`src/rtl/hazard_scoreboard.sv`:
```
// Register scoreboard with per-register pending-write countdowns: decode stall, operand bypass and retire mask.
// Defining HAZARD_SCOREBOARD_STATS_EN adds a saturating stall-cycle counter output (stall_cycles).
module hazard_scoreboard #(
   parameter int NREG     = 32,
   parameter int AW       = $clog2(NREG),
   parameter int LW       = 4,
   parameter int NSRC     = 2,
   parameter int FWD_DIST = 1
) (
   input  logic                 clk,
   input  logic                 rst,
   input  logic                 issue_valid,
   input  logic                 issue_wr,
   input  logic [AW-1:0]        issue_dst,
   input  logic [LW-1:0]        issue_lat,
   input  logic [NSRC*AW-1:0]   src,
   input  logic [NSRC-1:0]      src_used,
   input  logic                 flush,
   output logic                 stall,
   output logic [NSRC-1:0]      fwd,
   output logic [NREG-1:0]      busy,
   output logic [NREG-1:0]      retire_mask
`ifdef HAZARD_SCOREBOARD_STATS_EN
   ,
   output logic [31:0]          stall_cycles
`endif
);

   localparam logic [LW-1:0] FWD_LIM  = LW'(FWD_DIST);
   localparam logic [LW-1:0] ZERO_CNT = {LW{1'b0}};
   localparam logic [LW-1:0] ONE_CNT  = {{(LW-1){1'b0}}, 1'b1};

   logic [LW-1:0] cnt_r [NREG];
   logic [LW-1:0] src_cnt_s [NSRC];
   logic [LW-1:0] dst_cnt_s;
   logic [LW-1:0] lat_eff_s;
   logic          raw_s;
   logic          waw_s;
   logic          stall_s;
   logic          accept_s;

   // Pending count seen by each source operand
   always_comb begin
      for (int i = 0; i < NSRC; i++) begin
         src_cnt_s[i] = cnt_r[src[i*AW +: AW]];
      end
   end

   // RAW detection and bypass selection; short-distance producers are bypassed, farther ones stall
   always_comb begin
      raw_s = 1'b0;
      fwd   = {NSRC{1'b0}};
      for (int i = 0; i < NSRC; i++) begin
         if (src_used[i] && (src_cnt_s[i] > FWD_LIM)) begin
            raw_s  = 1'b1;
            fwd[i] = 1'b0;
         end else begin
            fwd[i] = src_used[i] && (src_cnt_s[i] != ZERO_CNT);
         end
      end
   end

   // WAW check keeps completions in order; equal counts are safe since the old write retires first
   always_comb begin
      dst_cnt_s = cnt_r[issue_dst];
      waw_s     = issue_wr && (dst_cnt_s > issue_lat);
      stall_s   = issue_valid && (raw_s || waw_s);
      accept_s  = issue_valid && !stall_s && !flush;
      lat_eff_s = (issue_lat == ZERO_CNT) ? ONE_CNT : issue_lat;
   end

   assign stall = stall_s;

   // Per-register status derived directly from the counts
   always_comb begin
      for (int r = 0; r < NREG; r++) begin
         busy[r]        = (cnt_r[r] != ZERO_CNT);
         retire_mask[r] = (cnt_r[r] == ONE_CNT);
      end
   end

   // Countdown update: flush clears all, an accepted write loads its latency, others tick down
   always_ff @(posedge clk or negedge rst) begin
      if (!rst) begin
         for (int r = 0; r < NREG; r++) begin
            cnt_r[r] <= ZERO_CNT;
         end
      end else begin
         for (int r = 0; r < NREG; r++) begin
            if (r == 0) begin
               cnt_r[r] <= ZERO_CNT;
            end else if (flush) begin
               cnt_r[r] <= ZERO_CNT;
            end else if (accept_s && issue_wr && (issue_dst == AW'(r))) begin
               cnt_r[r] <= lat_eff_s;
            end else if (cnt_r[r] != ZERO_CNT) begin
               cnt_r[r] <= cnt_r[r] - ONE_CNT;
            end else begin
               cnt_r[r] <= cnt_r[r];
            end
         end
      end
   end

`ifdef HAZARD_SCOREBOARD_STATS_EN
   logic [31:0] stall_cycles_r;

   // Saturating count of stalled cycles; only reset clears it
   always_ff @(posedge clk or negedge rst) begin
      if (!rst) begin
         stall_cycles_r <= 32'd0;
      end else if (stall_s && (stall_cycles_r != 32'hFFFF_FFFF)) begin
         stall_cycles_r <= stall_cycles_r + 32'd1;
      end else begin
         stall_cycles_r <= stall_cycles_r;
      end
   end

   assign stall_cycles = stall_cycles_r;
`endif

endmodule

```
`config.mk`:
```
export PLATFORM = sky130hd
export DESIGN_NAME = hazard_scoreboard
export DESIGN_NICKNAME = d
export VERILOG_FILES = /design/src/rtl/hazard_scoreboard.sv
export SDC_FILE = /design/constraint.sdc
export NUM_CORES = 1
export LEC_CHECK = 0
export ABC_AREA = 1
export CAP_MARGIN = 0
export CORE_AREA = 2 2 179 181
export CTS_CLUSTER_DIAMETER = 120
export DETAILED_ROUTE_END_ITERATION = 12
export DIE_AREA = 0 0 181 183
export MAX_ROUTING_LAYER = met4
export SYNTH_ARGS = -nofsm -noshare
export SYNTH_HDL_FRONTEND = slang
export SYNTH_SLANG_ARGS = --single-unit
```
`constraint.sdc`:
```
create_clock -name clk -period 9 [get_ports clk]
set_input_delay 2.7 -clock clk [delete_from_list [all_inputs] [get_ports clk]]
set_output_delay 2.7 -clock clk [all_outputs]
set_load 0.03 [all_outputs]
```
Word-level counts from Yosys, hierarchy flattened
Cells that the tools add are included.
W data, S select, Z words.

cells by class
  shift-type cells = 0
  $mul = 0
  div/mod/pow operators = 0
  equal/unequal tests = 62
  order comparisons = 6
  reduce and logical (&&, ||, !) cells = 108
  multiplexer cells = 107
  bitwise operators = 3
  add/subtract/negate cells = 31

operators by type and width
  operator               count
  $mux W4                100
  $reduce_bool A4 Y1     33
  $eq A4 B1 Y1 const B   31
  $sub A4 B1 Y4 const B  31
  $reduce_bool A3 Y1     31
  $eq A5 B5 Y1 const B   16
  $bmux W4 S5            3
  $eq A5 B4 Y1 const B   8
  $logic_and A1 B1 Y1    40
  $eq A5 B3 Y1 const B   4
  $ge A6 B6 Y1 const B   3
  $not A5 Y6             3
  $eq A5 B2 Y1 const B   2
  $gt A4 B1 Y1 const B   2
  $eq A5 B1 Y1 const B   1
  $gt A4 B4 Y1           1
  $logic_not A4 Y1       1
  $mux W1                4
  $logic_not A1 Y1       2
  $logic_or A1 B1 Y1     1

storage, ports and cells
  output and inout bits = 67
  latch bits = 0
  bits in registers = 124
  memory bits (read-only) = 0
  memories = 0
  word-level logic and storage cells = 348
  bits in writable memories = 0
  input bits = 26

Longest topological paths before layout
  depth after elaboration = 17
  mapped depth = 23
  gate-level depth less buffers = 20

Least setup slack after synthesis
Ideal clock, no wire load.

  path type = input-to-output
  from = in issue_dst[0]
  to = out stall
  path buffers = 3
  stages on the path = 19
  arrival time = 5.468 ns
  slack = 0.832 ns
  required time = 6.300 ns
  cell sequence = buf_2 inv_1 nand2_1 clkbuf_1 buf_1 o22ai_1 o21ai_0 nand4_1 nand2_1 o21ai_0 ha_1 nand3_1 nor2_1 a211oi_1 nor3_1 inv_1 nand2_1 o21ai_0 inv_1

between the ends
  longest elaborated chain between the ends = 8

RTL lines
  element                                     line  source
  from (decl)                                 14    input logic [AW-1:0] issue_dst,
  $not A5 Y6 (not written as such)            65    dst_cnt_s = cnt_r[issue_dst];
  $bmux W4 S5                                 65
  $mux W4 (not written as such) (2 in a row)  65
  $gt A4 B4 Y1                                66    waw_s = issue_wr && (dst_cnt_s > issue_lat);
  $logic_and A1 B1 Y1                         66
  $logic_or A1 B1 Y1                          67    stall_s = issue_valid && (raw_s || waw_s);
  $logic_and A1 B1 Y1                         67
  to (decl)                                   19    output logic stall,

Every way passes these cells. The select of a mux whose other input is x is not followed.

Worst setup path after layout
Ends and elaborated chain as after synthesis.

==> results_dict.tcl <==
set metrics [dict create \
    min-delay-start "cnt_r[49]" \
    synth.area.top_cells "dfrtp_1, nand2_1, ha_1, nand3_1, nand4_4" \
    synth.cell_area_um2 12300 \
    core_um2 31200 \
    setup_slack_ns 0.0749 \
    r2r_start "cnt_r[9]" \
    grt-ovfl-total 0 \
    grt_max_degree 65 \
    status "complete, no violations" \
    utilization 0.453 \
    place_congestion 1.04 \
    p_leak_nw 6.74 \
    routedWlPerCell_um 20.8 \
    antenna_found_initial 0 \
    crit_type "in2out" \
    power_density_nw_per_um2 357 \
    drc 0 \
    holdPathEnd "cnt_r[49]" \
    die_h_um 183 \
    worst_pin_slew_ns 1.02 \
    max_slew_margin 0.319 \
    drt_pass1_iterations 5 \
    cts_tree "done" \
    syn_inst 1804 \
    clockBufferDepth 2 \
    antenna_left 0 \
    die_area_um2 33100 \
    finalPower_mw 5.06 \
    cts_num_sinks 124 \
    placementRows 65 \
    regMostFlops "cnt_r" \
    cp_max_fo 11 \
    n_fill_cell 3319 \
    via_count 13000 \
    rrSetupSlack_ns 4.63 \
    cp.required_ns 6.30 \
    max_cap_violations 0 \
    grt_pass1_wl_um 73000 \
    cts.reportedPaths.clkPinSlew_ns 0.05 \
    totalWireLength_um 47700 \
    clock_latency_ns 0.45 \
    holdPathStages 2 \
    setup_viol 0 \
    fin_skew_ns 0.0118 \
    synth_seq_cells 124 \
    htree_levels 4 \
    die_w_um 181 \
    dp_hpwl_um 34900 \
    pin_count 93 \
    synth_cell_type_count 48 \
    drv_slew 0 \
    areaGrowthSynthToFinish_pct 15.4 \
    io_buffers 90 \
    tns_ns 0 \
    synth_area_per_cell_um2 6.80 \
    pre_cts_ws_ns 0.176 \
    hp-class "reg2reg" \
    drt-initial-drc-count 1496 \
    yosys_warnings 0 \
    avgViaCountPerCell 5.68 \
    rr_worst_depth 18 \
    synth_top_area_cell "dfrtp_1" \
    layout_worst_path_cycle_share 0.992 \
    clockRootBuffer "clkbuf_16" \
    largestRegisters "cnt_r x124" \
    track_usage 0.300 \
    worstPathArrival_ns 6.23 \
    yosysSeqAreaShare 0.253 \
    irDropWorstVdd_mv 0.223 \
    hold_viol 0 \
    antenna_cells 0 \
    start_util 0.393 \
    finalCriticalPeriod_ns 8.93 \
    reg2reg_to "cnt_r[121]" \
    synth.top_cell.area_share 0.253 \
    crit_path_end_kind "output port" \
    fin_nets 1976 \
    setup.worst_path.start_class "input port" \
    fmax_ghz 0.112 \
    largest_reg_flops 124 \
    cts_made_buffers 17 \
    whs_ns 0.505 \
    grt_pass1_vias 12300 \
    layout-drive-gt1-share 0.0868 \
]
[Yosys cell counts, drive strengths merged]
master and instances:
nand2 514, inv 181, nor2 180, nand3 170, o21ai 132, dfrtp 124
nand4 99, ha 70, a21oi 61, o22ai 48, clkbuf 41, buf 39
xnor2 32, xor2 30, nor3 26, nor3b 23, o221ai 8, o211ai 6
a221oi 4, a22oi 4, a311oi 2, a211oi 1, a21o 1, a22o 1
a31o 1, a31oi 1, and3 1, clkinv 1, conb 1, nor4 1
o32ai 1
[repair_timing]
action                                  in CTS  in global routing
endpoints found under the setup margin       0                  1
gates resized for setup                      0                  2
setup buffers                                0                  2
hold buffers                                 0                  0
[power by group]
group | total, mW | internal [mW] | leakage (nW) | switching (mW)
Sequential | 1.15 | 0.806 | 1.60 | 0.341
Clock | 0.695 | 0.429 | 0.286 | 0.266
Combinational | 3.22 | 1.20 | 4.85 | 2.02
[logic make-up after synthesis]
family,count (synthesis),synth area share
AO/OA/AOI/OAI,271,0.134
XOR/XNOR,62,0.0442
adder cells (fa/ha/maj),70,0.0714
buffers and inverters,262,0.0955
flip-flops,124,0.253
other,1,0.000306
AND/OR/NAND/NOR,1014,0.402
[critical path: stages]
cell,delay (ns)
clkdlybuf4s50_1,0.51
inv_1,0.20
nor2_1,0.09
inv_2,0.22
buf_4,0.22
o22ai_1,0.07
o21ai_0,0.28
nand2_1,0.11
a221oi_1,0.27
o21ai_0,0.16
ha_1,0.32
nand3_1,0.07
nor2_1,0.04
a211oi_1,0.25
nor3_1,0.10
inv_1,0.06
nand2_1,0.12
o21ai_0,0.19
inv_1,0.06
buf_4,0.16
[area by class of cell]
| cell class | instances | area [um2] | share of cell area |
|---|---|---|---|
| inverter | 182 | 691 | 0.0488 |
| clock buffer | 21 | 480 | 0.0339 |
| clock inverter | 8 | 92.6 | 0.00654 |
| tap | 402 | 503 | 0.0355 |
| timing repair buffer | 136 | 1280 | 0.0903 |
| sequential | 124 | 3100 | 0.219 |
| multi-input combinational | 1419 | 8010 | 0.566 |
[layout by cell type, fill, tap and decap left out, drive strengths merged, types with 2 or more instances in the layout]
cell / n
buf: 49
inv: 181
o221ai: 8
a22oi: 4
nor2: 180
o22ai: 48
nor3b: 23
bufinv: 2
clkinv: 6
a21oi: 61
o21ai: 132
ha: 70
nand3: 170
dfrtp: 124
clkbuf: 21
xnor2: 32
nand2: 514
a311oi: 2
nand4: 99
nor3: 26
o211ai: 6
clkdlybuf4s50: 86
conb: 2
xor2: 30
a221oi: 4
[metrics by stage]
| stage | instances | instance area, um2 |
|---|---|---|
| 6_report | 2292 | 14200 |
| 5_1_grt | 2292 | 14200 |
| 4_1_cts | 2290 | 14100 |
| 3_5_place_dp | 2261 | 13600 |
| 3_3_place_gp | 2261 | 13600 |
| 2_1_floorplan | 1805 | 12300 |
[layer usage]
metal | wire [um] | vias to the layer above | share of wire | GRT usage
li1 | - | 6193 | - | -
met4 | 1490 | 0 | 0.031 | 0.105
met1 | 21200 | 6133 | 0.44 | 0.399
met3 | 4380 | 99 | 0.092 | 0.0675
met5 | 0 | - | 0 | -
met2 | 20700 | 593 | 0.43 | 0.448
[worst max path at each step]
stage | start | end | slack [ns] | cells after the start
floorplan | issue_dst[0] | stall | 0.83 | 19
global placement | issue_dst[1] | stall | 0.18 | 17
detailed placement | issue_dst[1] | stall | 0.18 | 17
CTS | issue_dst[0] | stall | 0.15 | 18
global route | issue_dst[0] | stall | -0.006 | 20
finish | issue_dst[0] | stall | 0.07 | 20
(Power assumes the default switching activity.)
